`src/rtl/alu_muldiv_seq_if.sv`:
```
// Request/response bundle between the multicycle control FSM and the
// iterative multiply/divide unit.
interface alu_muldiv_seq_if #(
  parameter int WIDTH = 16
);
  logic             start;
  logic             op;
  logic [WIDTH-1:0] a;
  logic [WIDTH-1:0] b;
  logic             busy;
  logic             done;
  logic [WIDTH-1:0] result_lo;
  logic [WIDTH-1:0] result_hi;
  logic             div_by_zero;

  // Handshake: start is a request sampled only while the unit is idle (busy=0);
  // a, b and op are captured on that same edge. done is a one-cycle completion
  // pulse and the result fields are valid from then until the next done.
  // There is no back-pressure: start while busy is dropped, not queued.
  modport master (
    output start, op, a, b,
    input  busy, done, result_lo, result_hi, div_by_zero
  );

  modport slave (
    input  start, op, a, b,
    output busy, done, result_lo, result_hi, div_by_zero
  );
endinterface

```
`src/rtl/alu_muldiv_seq.sv`:
```
// Iterative unsigned shift-add multiplier / restoring divider.
// Fixed latency of WIDTH iterations regardless of operands, results registered.
module alu_muldiv_seq #(
  parameter int WIDTH = 16,
  parameter int CNT_W = 5
) (
  input  logic               clk,
  input  logic               rst,
  alu_muldiv_seq_if.slave    bus,
  output logic [1:0]         state_dbg_o
);

  typedef enum logic [1:0] {
    S_IDLE = 2'd0,
    S_RUN  = 2'd1,
    S_DONE = 2'd2
  } state_e;

  state_e             state_q, state_d;
  logic [CNT_W-1:0]   cnt_q, cnt_d;
  logic               op_q, op_d;
  logic [WIDTH-1:0]   b_q, b_d;
  logic [WIDTH-1:0]   acc_hi_q, acc_hi_d;
  logic [WIDTH-1:0]   acc_lo_q, acc_lo_d;
  logic [WIDTH-1:0]   res_lo_q, res_lo_d;
  logic [WIDTH-1:0]   res_hi_q, res_hi_d;
  logic               dbz_q, dbz_d;

  logic [WIDTH:0]     mul_sum;
  logic [WIDTH:0]     div_trial;
  logic               div_ge;
  logic [WIDTH-1:0]   div_diff;
  logic [WIDTH-1:0]   iter_hi;
  logic [WIDTH-1:0]   iter_lo;
  logic               cnt_last;

  // MUL: acc_hi is the running partial product, acc_lo the multiplier being
  // consumed LSB first. DIV: acc_hi is the remainder, acc_lo the dividend
  // shifting out MSB first while quotient bits shift in.
  assign mul_sum   = {1'b0, acc_hi_q} + (acc_lo_q[0] ? {1'b0, b_q} : {(WIDTH+1){1'b0}});
  assign div_trial = {acc_hi_q, acc_lo_q[WIDTH-1]};
  assign div_ge    = (div_trial >= {1'b0, b_q});
  // The true difference is always below b, so the low WIDTH bits are exact.
  assign div_diff  = div_trial[WIDTH-1:0] - b_q;
  assign cnt_last  = (cnt_q == CNT_W'(WIDTH - 1));

  always_comb begin
    iter_hi = acc_hi_q;
    iter_lo = acc_lo_q;
    if (op_q) begin
      iter_hi = div_ge ? div_diff : div_trial[WIDTH-1:0];
      iter_lo = {acc_lo_q[WIDTH-2:0], div_ge};
    end else begin
      iter_hi = mul_sum[WIDTH:1];
      iter_lo = {mul_sum[0], acc_lo_q[WIDTH-1:1]};
    end
  end

  always_comb begin
    state_d  = state_q;
    cnt_d    = cnt_q;
    op_d     = op_q;
    b_d      = b_q;
    acc_hi_d = acc_hi_q;
    acc_lo_d = acc_lo_q;
    res_lo_d = res_lo_q;
    res_hi_d = res_hi_q;
    dbz_d    = dbz_q;

    case (state_q)
      S_IDLE: begin
        if (bus.start) begin
          state_d  = S_RUN;
          cnt_d    = '0;
          op_d     = bus.op;
          b_d      = bus.b;
          acc_hi_d = '0;
          acc_lo_d = bus.a;
        end
      end
      S_RUN: begin
        acc_hi_d = iter_hi;
        acc_lo_d = iter_lo;
        if (cnt_last) begin
          state_d  = S_DONE;
          res_lo_d = iter_lo;
          res_hi_d = iter_hi;
          dbz_d    = op_q && (b_q == '0);
        end else begin
          cnt_d = cnt_q + 1'b1;
        end
      end
      S_DONE: begin
        state_d = S_IDLE;
      end
      default: begin
        state_d = S_IDLE;
      end
    endcase
  end

  always_ff @(posedge clk or posedge rst) begin
    if (rst) begin
      state_q  <= S_IDLE;
      cnt_q    <= '0;
      op_q     <= 1'b0;
      b_q      <= '0;
      acc_hi_q <= '0;
      acc_lo_q <= '0;
      res_lo_q <= '0;
      res_hi_q <= '0;
      dbz_q    <= 1'b0;
    end else begin
      state_q  <= state_d;
      cnt_q    <= cnt_d;
      op_q     <= op_d;
      b_q      <= b_d;
      acc_hi_q <= acc_hi_d;
      acc_lo_q <= acc_lo_d;
      res_lo_q <= res_lo_d;
      res_hi_q <= res_hi_d;
      dbz_q    <= dbz_d;
    end
  end

  assign bus.busy        = (state_q != S_IDLE);
  assign bus.done        = (state_q == S_DONE);
  assign bus.result_lo   = res_lo_q;
  assign bus.result_hi   = res_hi_q;
  assign bus.div_by_zero = dbz_q;
  assign state_dbg_o     = state_q;

endmodule

```
`src/flat_wrapper.sv`:
```
// flat-port wrapper written by rule: the top's interface ports become plain ports
module alu_muldiv_seq_flat 
#(
  parameter int WIDTH = 16,
  parameter int CNT_W = 5
)
  (clk, rst, state_dbg_o, bus_start, bus_op, bus_a, bus_b, bus_busy, bus_done, bus_result_lo, bus_result_hi, bus_div_by_zero);
  alu_muldiv_seq_if #(.WIDTH(WIDTH)) bus_i ();
  input  logic clk;
  input  logic rst;
  output logic [1:0] state_dbg_o;
  input wire logic [$bits(bus_i.start)-1:0] bus_start;
  input wire logic [$bits(bus_i.op)-1:0] bus_op;
  input wire logic [$bits(bus_i.a)-1:0] bus_a;
  input wire logic [$bits(bus_i.b)-1:0] bus_b;
  output wire logic [$bits(bus_i.busy)-1:0] bus_busy;
  output wire logic [$bits(bus_i.done)-1:0] bus_done;
  output wire logic [$bits(bus_i.result_lo)-1:0] bus_result_lo;
  output wire logic [$bits(bus_i.result_hi)-1:0] bus_result_hi;
  output wire logic [$bits(bus_i.div_by_zero)-1:0] bus_div_by_zero;
  assign bus_i.start = bus_start;
  assign bus_i.op = bus_op;
  assign bus_i.a = bus_a;
  assign bus_i.b = bus_b;
  assign bus_busy = bus_i.busy;
  assign bus_done = bus_i.done;
  assign bus_result_lo = bus_i.result_lo;
  assign bus_result_hi = bus_i.result_hi;
  assign bus_div_by_zero = bus_i.div_by_zero;
  alu_muldiv_seq #(.WIDTH(WIDTH), .CNT_W(CNT_W)) u_core (.clk(clk), .rst(rst), .bus(bus_i), .state_dbg_o(state_dbg_o));
endmodule
```
`config.mk`:
```
export PLATFORM = sky130hd
export DESIGN_NAME = alu_muldiv_seq_flat
export DESIGN_NICKNAME = d
export VERILOG_FILES = /design/src/rtl/alu_muldiv_seq_if.sv /design/src/rtl/alu_muldiv_seq.sv /design/src/flat_wrapper.sv
export SDC_FILE = /design/constraint.sdc
export NUM_CORES = 1
export LEC_CHECK = 0
export BUFFER_PORTS_ARGS = -buffer_cell sky130_fd_sc_hd__buf_2
export CAP_MARGIN = 20
export CORE_ASPECT_RATIO = 1.4
export CORE_MARGIN = 1.5
export CORE_UTILIZATION = 53
export DETAILED_ROUTE_END_ITERATION = 7
export HOLD_SLACK_MARGIN = 0.06
export PLACE_DENSITY = 0.79
export SYNTH_ARGS = -nofsm -noshare
export SYNTH_HDL_FRONTEND = slang
export SYNTH_SLANG_ARGS = --single-unit
```
`constraint.sdc`:
```
create_clock -name clk -period 2.9 [get_ports clk]
set_clock_uncertainty 0.05 [all_clocks]
set_input_delay 0.145 -clock clk [delete_from_list [all_inputs] [get_ports clk]]
set_output_delay 0.145 -clock clk [all_outputs]
set_load 0.01 [all_outputs]
```
==> results.ini, run 1 <==
[die]
rows=44
die_x_um=89.87
fp.dieH_um=124.6
die_area_um2=11200
pin_count=73
core_um2=10350
start_util_pct=54.10

[synth]
syn-instance-count=618
synthDominantCellAreaShare_pct=39.78
muxShareOfSynthArea_pct=5.453
yosysSeqAreaShare_pct=39.78
yosysMostFrequentCell=dfrtp_1
synth.area.top_cells=dfrtp_1, ha_1, nand2_1, o21ai_0, a21oi_1
ys_warn_count=0
synthAdderAreaFrac_pct=8.313
synth_area_um2=5599
yosysTopAreaCell=dfrtp_1
ys_types=60
async_flop_share_pct=100.0
synth-simple-area-share_pct=17.21
synth_common_cells=dfrtp_1, nand2_1, o21ai_0
syn_area_per_cell_um2=9.060
synth_flop_cell=dfrtp_1
ys_seq_elements=89
synth_nets=690
synth_top_family_by_area=compound AO/OA/AOI/OAI gates
synth_compound_area_share_pct=21.79
synth_xor_area_share_pct=3.598
synth_edf_count=0

[timing]
max-slew-margin-rel_pct=61.02
setup_viol=0
tightest_slew_ps=584.1
fin_crit_sh_pct=98.76
fmax_mhz=349.2
hold_viol=0
hold_ws_ps=101.1
rsz0062_at_grt=yes
period_minus_slack_ps=2864
setup_tns_ps=0
drv_slew=0

[power]
power_per_cell_area_nw_per_um2=1400
p_leak_nw=3.350
power_w=0.009831
ir_worst_vdd_uv=702.6

[setup_path]
arrival_ps=3050
start_kind=flop
cp.required_ps=3080
end_kind=flop
path_class=flop to flop
cp_max_fo=2

[cells_and_area]
final_nets=821
areaGrowthSynthToFinish_pct=25.41
fin_util_pct=67.84
postLayoutCellArea_um2=7022
drive_gt1_share_pct=22.28
antenna_cells=0

[global_route]
gr-usage-all-layers_pct=28.17
grt.overflow.total=0
grt_pass1_vias=5207
grt_max_degree=48
antenna_found_initial=0
grt_pass1_wl_um=25110

[detailed_routing]
via_count=5136
drc=0
viasPerCell=5.758
drtIter0Drc=268
dr.pass1.iters=4
wl_um=15600
ant_nets=0
avgRoutedWirePerCell_um=17.48

[clock_tree]
cts_tree=built
htree_levels=3
clk_latency_ps=350
root_buffer=clkbuf_16
cts_inserted_buffers=9
clock_sinks=89
cts_buffer_depth=2
path_clk_slew_ps=70

[place]
routabilityCongestion=0.9909
dp_hpwl_um=11210
port-buffer-count=72
postPlaceCellArea_um2=6342

[run_status]
outcome=finished, final reports clean

[hold_path]
hp-class=input pin to flop

[run]
drv_cap=0

[repair_timing]
action | CTS | global route
setup endpoints to repair | 4 | 11
buffers inserted | 0 | 3
hold buffers | 33 | 0
resized for setup | 1 | 11
pin swaps | 2 | 6
cloned | 0 | 0
endpoints found under the hold margin | 62 | 0
[cell families after synthesis]
kind of cell    after synthesis
simple gates                199
flops                        89
mux                          29
xor+xnor                     23
compound gates              188
buf+inv                      54
fa+ha+maj                    36
[path summary, 6_finish.rpt]
kind,slack (ps),to,from,depth (start not counted)
worst max-delay path,40,u_core.acc_hi_q[15],u_core.b_q[0],11
max in group asynchronous,1690,u_core.acc_hi_q[3],rst,4
worst max register to register,40,u_core.acc_hi_q[15],u_core.b_q[0],11
worst min-delay path,100,u_core.acc_lo_q[0],bus_a[0],5
worst min register to register,430,u_core.bus.result_hi[12],u_core.bus.result_hi[12],2
min in group asynchronous,320,u_core.acc_hi_q[12],rst,3
[registers in the layout, indices dropped and copies added, names as in the netlist]
signal and cells:
u_core.acc_hi_q 16, u_core.cnt_q 5, u_core.bus.div_by_zero 1, u_core.bus.result_hi 16
u_core.op_q 1, u_core.acc_lo_q 16, u_core.state_dbg_o 2, u_core.b_q 16
u_core.bus.result_lo 16
[critical path, cell delays in order, from the launching register on]
cell and delay (ps):
dfrtp_1 380, and2_4 170, ha_4 160, fa_2 360, a21o_1 200, a41o_1 220, nor4_2 190, o31a_1 230
o21ai_2 90, a21o_1 190, a211o_1 260, a32o_1 250
[final cells by class]
cell class / count / area [µm²]
clock inverters: 7 / 61.31
multi-input cells: 475 / 3208
repair buffers: 151 / 1040
clock buffers: 9 / 225.2
inverters: 23 / 87.58
well taps: 138 / 172.7
fillers: 866 / 3328
flip-flops and latches: 89 / 2227
[cell usage in the layout, fill, tap and decap left out, types with 3 or more instances in the layout]
cell type / count
a41o_1: 3
nand2b_1: 3
nand3_1: 7
a22o_1: 11
nand4_1: 5
nor4_1: 3
o211ai_1: 3
nor2b_2: 3
and2_4: 3
dfrtp_1: 89
nor2_1: 34
buf_4: 45
a211oi_1: 20
o21ai_1: 4
nor3_1: 7
dlygate4sd3_1: 33
clkbuf_16: 9
o31a_1: 3
nand2_1: 79
xnor2_1: 14
inv_1: 22
a31oi_1: 12
mux2_2: 11
and2_1: 16
o21a_1: 3
mux2i_1: 17
ha_1: 33
nor2b_1: 20
and3_1: 6
xor2_1: 9
a21o_1: 9
o21ai_0: 56
a21oi_1: 40
or3_1: 3
buf_2: 72
[per-stage QoR]
| step | std cells | setup WS (ps) |
|---|---|---|
| after floorplan | 618 | -153.2 |
| after CTS | 889 | -6.008 |
| after detailed placement | 840 | -80.47 |
| after global placement | 840 | -38.71 |
| after global routing | 892 | -71.94 |
| final | 892 | 36.05 |
[routing by layer]
layer / part of all wire [%] / GRT usage, % / routed length, µm / vias up
met5: 0 / 0 / 0 / -
met4: 4.2 / 14.10 / 662 / 0
met3: 3.6 / 4.090 / 555 / 53
met2: 53 / 52.31 / 8321 / 138
met1: 39 / 30.89 / 6056 / 2471
li1: - / - / - / 2474
[power breakdown]
part,switching [W],total [W],internal (W)
combinational,0.00356,0.00645,0.00289
clock,0.000533,0.00113,0.000599
sequential,0.000442,0.00225,0.00181
(Power assumes the default switching activity.)
==> inputs of run 2 (changes only) <==
--- a/config.mk
+++ b/config.mk
@@ -9,10 +9,11 @@
 export CAP_MARGIN = 20
 export CORE_ASPECT_RATIO = 1.4
 export CORE_MARGIN = 1.5
-export CORE_UTILIZATION = 53
+export CORE_UTILIZATION = 54
+export CTS_BUF_LIST = sky130_fd_sc_hd__clkbuf_8
 export DETAILED_ROUTE_END_ITERATION = 7
 export HOLD_SLACK_MARGIN = 0.06
-export PLACE_DENSITY = 0.79
+export PLACE_DENSITY = 0.8
 export SYNTH_ARGS = -nofsm -noshare
 export SYNTH_HDL_FRONTEND = slang
 export SYNTH_SLANG_ARGS = --single-unit
==> run 2 against run 1 <==
Power is 1.2% higher; sequential power is 2% higher; non-clock buffer count grew 6; wire length grew 2.4%; utilization is 2.5 points higher; combinational power is 2% higher; first-iteration DRC count increased by 31%; die area shrank 1.8%; critical path depth stayed put; clock power hardly changed; highest routed layer unchanged; register-to-register slack worse by 20 ps; global-route usage increased by 2.5 points.
==> results.ini, run 2 (same netlist as run 1, synthesis figures left out) <==
[detailed_routing]
ant_nets=0
via_count=5264
dr.pass1.iters=4
drc=0
viasPerCell=5.882
wl_um=15970
avgRoutedWirePerCell_um=17.84
drtIter0Drc=352

[setup_path]
critPathTopFamily=compound AO/OA/AOI/OAI gates
r2r_start=u_core.b_q[0]
crit_top_cell=a21o_1
path_class=flop to flop
end_kind=flop
cp.required_ps=3130
worstRegToRegCells=11
path_buf_inv=0
max_stage_delay_ps=390
cp_max_fo=2
arrival_ps=3120
crit_slowest_cell=dfrtp_1
start_kind=flop
crit_chain=and2_4 -> ha_4 -> fa_2 -> a21o_1 -> a41o_1 -> nor4_4 -> o31a_1 -> o21ai_2 -> a21o_1 -> a211o_1 -> a32o_1
r2r_end=u_core.acc_hi_q[15]
rrSetupSlack_ps=10

[timing]
hold_viol=0
worst_slack_ps=12.98
rsz0062_at_grt=yes
drv_slew=0
fin_crit_sh_pct=99.55
tightest_slew_ps=660.1
fmax_mhz=346.4
period_minus_slack_ps=2887
max-slew-margin-rel_pct=55.79
setup_tns_ps=0
setup_viol=0
hold_ws_ps=111.1

[clock_tree]
cts_buffer_depth=2
cts_tree=built
clk_latency_ps=380
clock_sinks=89
path_clk_slew_ps=100
htree_levels=3
cts_inserted_buffers=9
root_buffer=clkbuf_8

[cells_and_area]
mostFrequentLayoutCells=dfrtp_1, nand2_1, buf_2
final_nets=827
layout_commonest_cell=dfrtp_1
postLayoutCellArea_um2=7043
stdcell_count=895
areaGrowthSynthToFinish_pct=25.79
antenna_cells=0
drive_gt1_share_pct=23.29

[die]
pin_count=73
fp.dieH_um=123.5
rows=43
core_um2=10010
start_util_pct=55.95
die_area_um2=11000
die_x_um=89.06

[power]
power_per_cell_area_nw_per_um2=1412
p_leak_nw=3.371
ir_worst_vdd_uv=715.5

[place]
routabilityCongestion=0.9720
dp_hpwl_um=11530
place_inst=840
port-buffer-count=72
postPlaceCellArea_um2=6361
dp_slack_ps=-107.8

[run]
drv_cap=0

[global_route]
grt_pass1_vias=5200
grt_pass1_wl_um=25340
grt.overflow.total=0
grt_max_degree=48
gr-usage-all-layers_pct=30.71
antenna_found_initial=0

[hold_path]
hp-start=bus_a[0]
hold_depth=5
hp-class=input pin to flop
holdPathEnd=u_core.acc_lo_q[0]

[run_status]
outcome=finished, final reports clean

[run 2: cell count changes in the layout (fill, tap and decap cells not counted), sizes merged]
| cell | before | now |
|---|---|---|
| buf | 118 | 124 |
| clkinv | 3 | 1 |
| bufinv | 0 | 3 |
| clkinvlp | 1 | 0 |
[run 2: power by group]
part	internal (W)	switching, W	total (W)
clock network	0.000591	0.000515	0.00111
logic	0.00295	0.00360	0.00655
registers	0.00180	0.000486	0.00229
total	0.00534	0.00460	0.00995
[run 2: repair_timing]
item | 4_1_cts | 5_1_grt
endpoints found under the setup margin | 4 | 15
setup buffers | 0 | 6
gates resized for setup | 3 | 14
gates cloned | 0 | 0
hold endpoints to repair | 67 | 0
hold buffers | 33 | 0
pin swaps | 4 | 10
[run 2: worst register-to-register path: stages, from the launching register on]
cell	delay, ps
dfrtp_1	390
and2_4	170
ha_4	160
fa_2	330
a21o_1	210
a41o_1	240
nor4_4	250
o31a_1	230
o21ai_2	80
a21o_1	180
a211o_1	260
a32o_1	240
[run 2: routing by layer]
| metal | track usage, % | share of wire, % | vias to the layer above |
|---|---|---|---|
| li1 | - | - | 2487 |
| met5 | 0 | 0 | - |
| met4 | 18.17 | 5.3 | 0 |
| met3 | 6.208 | 4.1 | 60 |
| met2 | 53.84 | 53 | 182 |
| met1 | 33.74 | 38 | 2535 |
[run 2: cell type report]
type,count,area [µm²]
clock buffers,9,123.9
clock inverters,7,130.1
fillers,809,2964
inverters,23,87.58
multi-input cells,475,3224
flip-flops and latches,89,2227
well taps,135,168.9
repair buffers,157,1081
[run 2: worst max path at each step]
stage	start	end	slack, ps	cells after the start
2_1_floorplan	u_core.acc_lo_q[0]	u_core.acc_hi_q[15]	-150	12
4_1_cts	u_core.b_q[0]	u_core.acc_hi_q[15]	0.4	11
3_5_place_dp	u_core.b_q[0]	u_core.acc_hi_q[15]	-110	11
5_1_grt	u_core.b_q[0]	u_core.acc_hi_q[15]	-130	11
6_report	u_core.b_q[0]	u_core.acc_hi_q[15]	10	11
3_3_place_gp	u_core.b_q[0]	u_core.acc_hi_q[15]	-40	11
[run 2: stage by stage]
stage / util, % / total power [W]
2_1_floorplan: - / 0.006560
6_report: 70.38 / 0.009946
5_1_grt: 70.38 / 0.01066
3_5_place_dp: 63.57 / 0.008460
3_3_place_gp: 63.57 / 0.008296
4_1_cts: 69.48 / 0.009674
